==> src/rtl/sum_accumulator.sv <==
// -----------------------------------------------------------------------------
// sum_accumulator
//
// Accumulates a batch of BATCH unsigned sums that arrive from an upstream
// adder. The finished total is then offered to a downstream consumer. Input
// and output each use a valid/ready handshake. While a completed total is
// held, the block stops accepting input. It resumes one cycle after the
// consumer takes the total.
//
// Parameters
//   SUM_W  width of the incoming sum, carry-out included as MSB (default 9)
//   ACC_W  accumulator width, legal range SUM_W..32             (default 16)
//   BATCH  samples per batch, legal range 1..15                 (default 8)
//
// Ports
//   clk        single clock; all state changes on the rising edge
//   reset      synchronous, active-high reset
//   sum_in     unsigned sample from the upstream adder
//   sum_valid  sum_in holds a sample
//   sum_ready  block accepts a sample this cycle (state ACCUM)
//   acc_out    running total, or the completed batch total while in HOLD
//   acc_valid  acc_out holds a completed batch total (state HOLD)
//   acc_ready  consumer takes the completed total
//   overflow   sticky: the batch total has exceeded 2^ACC_W-1
//   count      samples accepted in the current batch
// -----------------------------------------------------------------------------
module sum_accumulator #(
    parameter int SUM_W = 9,
    parameter int ACC_W = 16,
    parameter int BATCH = 8
) (
    input  logic             clk,
    input  logic             reset,
    input  logic [SUM_W-1:0] sum_in,
    input  logic             sum_valid,
    output logic             sum_ready,
    output logic [ACC_W-1:0] acc_out,
    output logic             acc_valid,
    input  logic             acc_ready,
    output logic             overflow,
    output logic [3:0]       count
);

    typedef enum logic {
        ACCUM = 1'b0,
        HOLD  = 1'b1
    } state_t;

    localparam logic [3:0] BATCH_CNT = 4'(BATCH);

    state_t           state;
    state_t           state_next;
    logic [ACC_W-1:0] acc_next;
    logic             overflow_next;
    logic [3:0]       count_next;
    logic             accept;
    logic [ACC_W:0]   sum_wide;

    // Both handshake flags come from the state alone, so neither output
    // depends combinationally on any input.
    assign sum_ready = (state == ACCUM);
    assign acc_valid = (state == HOLD);
    assign accept    = sum_valid & sum_ready;

    // This sum is one bit wider than the accumulator. Its top bit is the
    // carry-out, which sets the sticky overflow flag.
    assign sum_wide = {1'b0, acc_out} + {{(ACC_W + 1 - SUM_W){1'b0}}, sum_in};

    // NOTE: every signal written here gets a default first. Then no path can
    // leave a signal unassigned, and no latch is inferred.
    always_comb begin
        state_next    = state;
        acc_next      = acc_out;
        overflow_next = overflow;
        count_next    = count;

        unique case (state)
            ACCUM: begin
                if (accept) begin
                    acc_next      = sum_wide[ACC_W-1:0];
                    overflow_next = overflow | sum_wide[ACC_W];
                    count_next    = count + 4'd1;
                    if (count_next == BATCH_CNT) begin
                        state_next = HOLD;
                    end
                end
            end
            HOLD: begin
                // The release cycle accepts no input: sum_ready is low in
                // HOLD. That gives the one-cycle bubble before the next batch.
                if (acc_ready) begin
                    acc_next      = '0;
                    overflow_next = 1'b0;
                    count_next    = 4'd0;
                    state_next    = ACCUM;
                end
            end
        endcase
    end

    // NOTE: state registers use non-blocking assignments. Every register then
    // samples the pre-edge values, whatever order the statements are in.
    always_ff @(posedge clk) begin
        if (reset) begin
            state    <= ACCUM;
            acc_out  <= '0;
            overflow <= 1'b0;
            count    <= 4'd0;
        end else begin
            state    <= state_next;
            acc_out  <= acc_next;
            overflow <= overflow_next;
            count    <= count_next;
        end
    end

endmodule

==> config.mk <==
export PLATFORM = sky130hd
export DESIGN_NAME = sum_accumulator
export DESIGN_NICKNAME = d
export VERILOG_FILES = /design/src/rtl/sum_accumulator.sv
export SDC_FILE = /design/constraint.sdc
export NUM_CORES = 1
export LEC_CHECK = 0
export BUFFER_PORTS_ARGS = -buffer_cell sky130_fd_sc_hd__buf_2
export CORE_ASPECT_RATIO = 1.1
export CORE_MARGIN = 2
export CORE_UTILIZATION = 52
export DETAILED_ROUTE_END_ITERATION = 10
export HOLD_SLACK_MARGIN = 0.1
export PLACE_DENSITY = 0.79
export SLEW_MARGIN = 40
export SYNTH_ARGS = -nofsm -noshare
export SYNTH_HDL_FRONTEND = slang
export SYNTH_SLANG_ARGS = --single-unit
==> constraint.sdc <==
create_clock -name clk -period 3.1 [get_ports clk]
set_clock_uncertainty 0.1 [all_clocks]
set_input_delay 0.775 -clock clk [delete_from_list [all_inputs] [get_ports clk]]
set_output_delay 0.775 -clock clk [all_outputs]
set_load 0.05 [all_outputs]
* Yosys cells after proc, flatten, opt, wreduce, memory -nomap -nowiden
Cells that the tools add are included.
** Word-level totals
- Bits in registers :: 22
- Latch bits :: 0
- Bits in writable memories :: 0
- Bits in read-only memories :: 0
- Input port bits :: 13
- Output and inout port bits :: 23
- Word-level logic and storage cells :: 26
- Memories kept :: 0
** Cells by class
- Add/subtract/negate cells :: 2
- Multipliers :: 0
- Div/mod/pow operators :: 0
- $lt $le $gt $ge :: 0
- Eq/ne operators :: 3
- Shifts and indexed selects :: 0
- Mux-type cells :: 13
- Bitwise logic cells :: 3
- Reductions and logical operators :: 1
** Operator list (number)
- two-way mux 16 bit :: 2
- one-hot mux 16 bit (2 select lines) :: 1
- adder 16 x 9 -> 17 bit :: 1
- two-way mux 4 bit :: 2
- one-hot mux 4 bit (2 select lines) :: 1
- two-way mux 1 bit :: 5
- adder 4 x 1 -> 4 bit, second input constant :: 1
- equality test 4 bit, second input constant :: 1
- one-hot mux 1 bit (2 select lines) :: 2
- inequality test 2 x 1 -> 1 bit, second input constant :: 1
- inequality test 2 bit, second input constant :: 1
- AND reduction 2 bit :: 1
- bitwise AND 1 bit :: 1
- NOT 1 bit :: 1
- bitwise OR 1 bit :: 1

* Logic depth before layout (Yosys ltp)
Gate-level depths: netlist of run 1.
- Depth in word-level cells :: 5
- Gate-level depth with buffers :: 8
- Mapped depth without buffers :: 8

* Least setup slack after synthesis of run 1
Ideal clock, no wire load.
- Path type :: input to register
- Start point :: in sum_in[0]
- End point :: reg acc_out[14]
- Library setup time :: 117 ps
- Data arrival time :: 2476 ps
- Data required time :: 2883 ps
- Slack :: 407 ps
- Cell stages on the path :: 8
- Buffers on the path :: 0
- Cells stage by stage :: ha_1 inv_1 fa_1 and2b_1 o2111ai_1 a211oi_1 o211ai_1 a32o_1
** On the way
- Longest elaborated chain between the ends :: 3
** RTL lines
- start, declared :: RTL line 34 : input logic [SUM_W-1:0] sum_in,
- adder 16 x 9 -> 17 bit :: RTL line 67 : assign sum_wide = {1'b0, acc_out} + {{(ACC_W + 1 - SUM_W){1'b0}}, sum_in};
- two-way mux 16 bit :: RTL line 79 : if (accept) begin
- one-hot mux 16 bit (2 select lines) :: RTL line 77 : unique case (state)
- end signal, assigned :: RTL line 111 : acc_out <= acc_next;
- end, declared :: RTL line 37 : output logic [ACC_W-1:0] acc_out,
Every way passes these cells. The select of a mux whose other input is x is not followed.
A chain may end at the register's enable or synchronous reset.

* Final worst setup path of run 1
Same ends and word-level chain as after synthesis.

==> impl_results.md, run 1 <==
- Status: finished clean
- Mapped Cells: roughly 170
- Max-slew violations: 0
- FF/Latch Area: approximately 440 µm²
- I/O pin count: 36
- Post-cts resize count: 0
- Setup TNS: 0 ns
- Detailed Routing Iterations Pass 1: 6
- Wire per inst: around 14 µm
- CTS tree: yes
- Critical Path Sink: acc_out[14]$_SDFFE_PP0P_
- Yosys cell types: 42
- Die Y: slightly below 60 µm
- Total gr overflow: 0
- Site Rows: 19
- Via density: 5.91
- Syn_area_per_cell: between 8 and 9 µm²
- Hpwl dp: between 2000 and 3000 µm
- Overall power: 0.000769 W
- Most used DFF post-synth: dfxtp_1
- CP cell instances: buf_2 -> ha_1 -> inv_1 -> fa_1 -> and2b_1 -> o2111ai_1 -> a211oi_1 -> o211ai_1 -> a32o_1
- Starting Density: between 50% and 60%
- Count of final hold-check violations: 0
- Pin count of the biggest net entering global routing: 15
- Pwr dens: 465 mW/mm²
- Detailed Route WL: 3230 µm
- RR Startpoint: acc_out[0]$_SDFFE_PP0P_
- Ys Warns: 0
- Crit path required time: around 3.2 ns
- FF-to-FF setup slack: around 0.59 ns
- Slew headroom: between 60% and 70%
- Max-capacitance violation count: 0
- P_leak: 0.793 nW
- Inserted Diodes: 0
- Final critical-path share of the clock period: between 80% and 90%
- GRT Total Usage: between 20% and 30%
- Max Clk Rate: approximately 380 MHz
- # port buffers: 35
- Worst-margin pin slew: between 0.4 and 0.5 ns
- CTS Buffer Depth: 2
- Mapped cell area: ~0.0014 mm²
- Synth async-reset ratio: 0%
- Clock-pin slew on the worst setup and hold paths: approximately 0.13 ns
- Area growth syn-to-layout: 19.9%
- Levels on crit path: 9
- Routability cong.: approximately 0.83
- Die area: 0.00308 mm²
- Multi-input gate area: around 900 µm²
- Pre-CTS WS: approximately 0.11 ns
- Clock power share: between 20% and 30%
- CP startpoint: sum_in[0]
- First-pass GRT wire length: 5400 µm
- Post-Syn Nets: 190
- TritonCTS buffer count: 3
- Crit path arrival time: about 2.8 ns
- CP delay by family, top: compound AO/OA/AOI/OAI gates
- Hold WC Path Type: reg -> reg
- Die Wd: 53.1 µm
- Residual DRC count: 0
- Delay of the slowest cell on the worst path: 0.50 ns
- Crit path capture type: flip-flop
- Clock sink count: 22
- CP Buf/Inv Count: 2
- Unrepaired setup endpoints after global routing: false
- Initial antenna violation count: 0
- Seq/Total Area, Yosys: a little under a third
- Sw Share: around a third
- Setup violators final: 0
- Hold buffer count at CTS: 0
- Internal Power: 0.000510 W
- R2r worst-path depth: 8
- CP max stage cell: a211oi_1
- Comb pwr share: 30.0%
- Number of synthesized flops with an enable pin: 0
- Root buffer cell: clkbuf_4
- FILL cells: between 200 and 250
- PnR worst setup slack: between 0.4 and 0.5 ns
- Critical Path Source Type: input pin
- Starting DRC count in detailed routing: 40
- Core footprint: about 0.0025 mm²
- Worst vdd ir: between 0.0003 and 0.0004 V
- Vias in the first global route: roughly 1300
- H-tree Lvls: 1
- Worst R2R End: acc_out[14]$_SDFFE_PP0P_
- Final min period: between 2 and 3 ns
- CP Class: in -> reg
- Fraction of layout cells with a size suffix above 1: 23.2%
- Post-route ant nets: 0
- Clk_lat worst skew: between 0.3 and 0.4 ns
- Nets: 229
- Sequential share of power: around two fifths
- Sw Pwr: approximately 0.00026 W
- Via count: ~1400
- Commonest non-fill, non-tap cell in the layout: buf_2
- Most frequent cells in the layout: 35 x buf_2, 22 x dfxtp_1, 17 x nor2_1
- Crit Path Max Fanout: 4
- Register bit total from synthesis: 22
- Post-CTS setup buffer count: 0
[how the worst min path moves through the flow]
stage,endpoint,from,depth (start not counted)
finish,acc_out[13]$_SDFFE_PP0P_,acc_out[13]$_SDFFE_PP0P_,2
global route,acc_out[13]$_SDFFE_PP0P_,acc_out[13]$_SDFFE_PP0P_,2
CTS,acc_out[13]$_SDFFE_PP0P_,acc_out[13]$_SDFFE_PP0P_,2
detailed placement,acc_out[13]$_SDFFE_PP0P_,acc_out[13]$_SDFFE_PP0P_,2
global placement,acc_out[13]$_SDFFE_PP0P_,acc_out[13]$_SDFFE_PP0P_,2
floorplan,acc_out[13]$_SDFFE_PP0P_,acc_out[13]$_SDFFE_PP0P_,2
[logic make-up (layout without fill, tap and decap cells)]
family                     count (synthesis)  after routing  share of synthesized area (%)
AOI/OAI and AO/OA                         49             49                           25.1
adders and majority gates                 12             12                           11.4
and+or+nand+nor                           62             62                           22.1
buffers and inverters                     11             49                           2.99
DFF                                       22             22                           31.9
xor gates and xnor gates                   4              4                           2.54
muxes                                      5              5                           3.90
[worst min-delay path: cells and delay by family (launching register included)]
kind	cells	cell delay, ns
flops	1	0.35
mux	1	0.05
simple gates	1	0.05
[cell usage after synthesis (all sizes together), types with 2 or more instances]
library cell,instances,area share [%]
nand3,8,2.9
nor3,2,0.73
nor2b,2,0.91
nor2,17,4.6
inv,7,1.9
a22oi,4,2.2
o31ai,2,1.1
xnor2,3,1.9
o211ai,3,1.6
nand2,14,3.8
a21o,8,4.4
mux2i,5,3.9
nand2b,6,2.7
or3,2,0.91
a32oi,4,2.5
clkbuf,4,1.1
nand4,2,0.91
a211oi,3,1.6
or2,2,0.91
ha,11,10
dfxtp,22,32
nand3b,2,1.1
o21ai,5,1.8
a21oi,12,4.9
[metrics by stage]
step / cell area (µm²) / cells / hold WS, ns / utilization (%)
after floorplan: 1380 / 165 / 0.587 / -
after global placement: 1600 / 230 / 0.361 / 63.5
after detailed placement: 1600 / 230 / 0.370 / 63.5
after CTS: 1650 / 234 / 0.392 / 65.6
after global routing: 1650 / 234 / 0.417 / 65.6
final: 1650 / 234 / 0.390 / 65.6
[metal layers]
layer	GRT usage, %	wire, µm
met1	25.2	1360
met2	42.5	1670
met3	4.38	141
met4	8.79	61
met5	0	0
[registers in the layout, summed over array words and instances, names as in the netlist]
signal and flops:
acc_out 16, acc_valid 1, count 4, overflow 1
[power groups by stage]
| stage | registers (W) | clock network (W) | logic [W] |
|---|---|---|---|
| 4_1_cts | 0.000315 | 0.000229 | 0.000230 |
| 3_3_place_gp | 0.000320 | 0 | 0.000224 |
| 5_1_grt | 0.000318 | 0.000240 | 0.000251 |
| 2_1_floorplan | 0.000377 | 0 | 0.000119 |
| 6_report | 0.000316 | 0.000222 | 0.000231 |
| 3_5_place_dp | 0.000322 | 0 | 0.000229 |
[cell type report]
cell class                 instances  area share (%)
timing repair buffer              38            12.0
clock buffer                       3            1.36
sequential                        22            26.6
clock inverter                     1            1.82
inverter                           7            1.59
multi-input combinational        132            54.3
tap                               31            2.35
No activity file was read; power rests on OpenSTA's default activity.
==> run 2, diff against run 1 <==
--- a/config.mk
+++ b/config.mk
@@ -5,13 +5,14 @@
 export SDC_FILE = /design/constraint.sdc
 export NUM_CORES = 1
 export LEC_CHECK = 0
-export BUFFER_PORTS_ARGS = -buffer_cell sky130_fd_sc_hd__buf_2
 export CORE_ASPECT_RATIO = 1.1
 export CORE_MARGIN = 2
-export CORE_UTILIZATION = 52
+export CORE_UTILIZATION = 62
 export DETAILED_ROUTE_END_ITERATION = 10
+export DONT_BUFFER_PORTS = 1
 export HOLD_SLACK_MARGIN = 0.1
-export PLACE_DENSITY = 0.79
+export PLACE_DENSITY = 0.78
+export REMOVE_ABC_BUFFERS = 1
 export SLEW_MARGIN = 40
 export SYNTH_ARGS = -nofsm -noshare
 export SYNTH_HDL_FRONTEND = slang
==> impl_results.md, run 2 (same netlist as run 1, synthesis figures left out) <==
- Status: finished clean
- Residual DRC count: 0 (unchanged)
- R2r worst-path depth: 8 (unchanged)
- Worst R2R End: acc_out[14]$_SDFFE_PP0P_
- Unrepaired setup endpoints after global routing: false
- H-tree Lvls: 1 (unchanged)
- Metal3 WL: 166 µm (+18%)
- Top sig layer: met4
- HP Start: reset
- TritonCTS buffer count: 3 (unchanged)
- Core footprint: 0.00206 mm² (-18%)
- RR Startpoint: acc_out[0]$_SDFFE_PP0P_
- WHS Endpoint: count[2]$_SDFFE_PP0P_
- Die area: 0.00262 mm² (-15%)
- Crit Path Max Fanout: 4 (unchanged)
- Setup TNS: 0 ns (unchanged)
- First-pass GRT wire length: 5150 µm (-4.6%)
- Most frequent cells in the layout: 22 x dfxtp_1, 17 x nor2_1, 14 x nand2_1, 14 x buf_4, 11 x ha_1
- Wire per inst: 15.1 µm (+9.3%)
- Clock power share: 29.0% (about the same)
- Die Wd: 49.0 µm (-7.8%)
- Root buffer cell: clkbuf_4
- PnR worst setup slack: 0.571 ns (+0.126 ns)
- Biggest regs: acc_out x16, count x4
- Fraction of layout cells with a size suffix above 1: 12.8% (-10 points)
- Hold buffer count at CTS: 0 (unchanged)
- Pwr dens: 495 mW/mm² (+6.3%)
- Comb pwr share: 30.0% (about the same)
- Max FFs per register: 16 (unchanged)
- Starting DRC count in detailed routing: 18 (-55%)
- Setup violators final: 0 (unchanged)
- Clock-pin slew on the worst setup and hold paths: 0.14 ns (about the same)
- Post-route ant nets: 0 (unchanged)
- Final min period: 2.53 ns (-0.126 ns)
- Hpwl dp: 2300 µm (-8.9%)
- CP startpoint: sum_in[0]
- Met1 Wirelength: 1320 µm (-2.7%)
- Max-slew violations: 0 (unchanged)
- Count of final hold-check violations: 0 (unchanged)
- Crit path arrival time: 2.65 ns (-0.12 ns)
- Sequential share of power: 41.0% (about the same)
- CTS tree: yes
- CP Class: in -> reg
- Post-CTS setup buffer count: 0 (unchanged)
- Sw Pwr: 0.000257 W (-0.51%)
- Final critical-path share of the clock period: 81.6% (-4.1 points)
- # port buffers: 0 (-100%)
- Slew headroom: 58.7% (-7.9 points)
- Die Y: 53.5 µm (-7.8%)
- Initial antenna violation count: 0 (unchanged)
- Internal Power: 0.000513 W (+0.47%)
- Detailed Route WL: 3130 µm (-3.3%)
- Nets: 205 (-10%)
- Vias in the first global route: 1301 (-2.3%)
- Max Clk Rate: 395 MHz (+5.0%)
- Hold WC Path Type: in -> reg
- Crit path capture type: flip-flop
- FF-to-FF setup slack: 0.65 ns (+0.06 ns)
- Metal2 WL: 1580 µm (-5.2%)
- Commonest non-fill, non-tap cell in the layout: dfxtp_1
- Pin count of the biggest net entering global routing: 15 (unchanged)
- Starting Density: 66.8% (+12 points)
- Post-cts resize count: 0 (unchanged)
- CTS Buffer Depth: 2 (unchanged)
- WHS: 0.406 ns (+0.0160 ns)
- Post-Layout Cell Count: 207 (-12%)
- Via count: 1277 (-7.7%)
- Inserted Diodes: 0 (unchanged)
- Critical Path Source Type: input pin
- P_leak: 0.684 nW (-14%)
- Worst-margin pin slew: 0.619 ns (+0.123 ns)
- Worst vdd ir: 0.000414 V (+32%)
- Sw Share: 33.4% (-0.22 points)
- Clock sink count: 22 (unchanged)
- Crit path required time: 3.22 ns (about the same)
- Placed Cells: 203 (-12%)
- Pre-CTS WS: 0.242 ns (+0.130 ns)
- Max-capacitance violation count: 0 (unchanged)
- Total gr overflow: 0 (unchanged)
- Most flops, register: acc_out
- Detailed Routing Iterations Pass 1: 4 (-2)
- Routability cong.: 0.873 (+5.2%)
- GRT Total Usage: 25.1% (+2.2 points)
- Area growth syn-to-layout: 12.9%
- Site Rows: 17 (-2)
- Clk_lat worst skew: 0.31 ns (about the same)
- I/O pin count: 36 (unchanged)
- Via density: 6.17 (+4.4%)
- Worst Hold Depth: 1 (-1)
-- run 2: how the worst max path moves through the flow --
stage                               end  cells past startpoint  slack, ns
3_3_place_gp   acc_out[14]$_SDFFE_PP0P_                      8       0.27
3_5_place_dp   acc_out[14]$_SDFFE_PP0P_                      8       0.24
5_1_grt        acc_out[14]$_SDFFE_PP0P_                      8       0.39
4_1_cts        acc_out[14]$_SDFFE_PP0P_                      8       0.58
2_1_floorplan  acc_out[14]$_SDFFE_PP0P_                      8       0.41
6_report       acc_out[14]$_SDFFE_PP0P_                      8       0.57
-- run 2: layer usage --
metal	up-vias	track usage, %
li1	636	-
met1	585	25.0
met4	0	10.5
met5	-	0
met2	43	50.9
met3	13	5.08
-- run 2: power groups by stage --
stage	clock [W]	combinational [W]	sequential (W)
floorplan	0	0.000116	0.000377
global placement	0	0.000220	0.000321
detailed placement	0	0.000226	0.000322
CTS	0.000226	0.000229	0.000315
global route	0.000236	0.000249	0.000317
finish	0.000223	0.000231	0.000316
-- run 2: stage by stage --
step | cell area (µm²) | power [W] | util [%]
after detailed placement | 1500 | 0.000548 | 72.9
after floorplan | 1360 | 0.000493 | -
final | 1560 | 0.000770 | 75.4
after CTS | 1560 | 0.000771 | 75.4
after global placement | 1500 | 0.000541 | 72.9
after global routing | 1560 | 0.000802 | 75.4
-- run 2: final cells by class --
type                    instances  area, µm²
clock buffers                   3       22.5
clock inverters                 1       30.0
fillers                       158        507
inverters                       7       26.3
multi-input cells             132        897
flip-flops and latches         22        440
well taps                      28       35.0
repair buffers                 14        105
-- run 2: worst max-delay path, cell delays in order --
cell	delay (ns)
ha_1	0.14
inv_1	0.05
fa_1	0.40
and2b_1	0.23
o2111ai_1	0.18
a211oi_1	0.47
o211ai_1	0.13
a32o_1	0.27
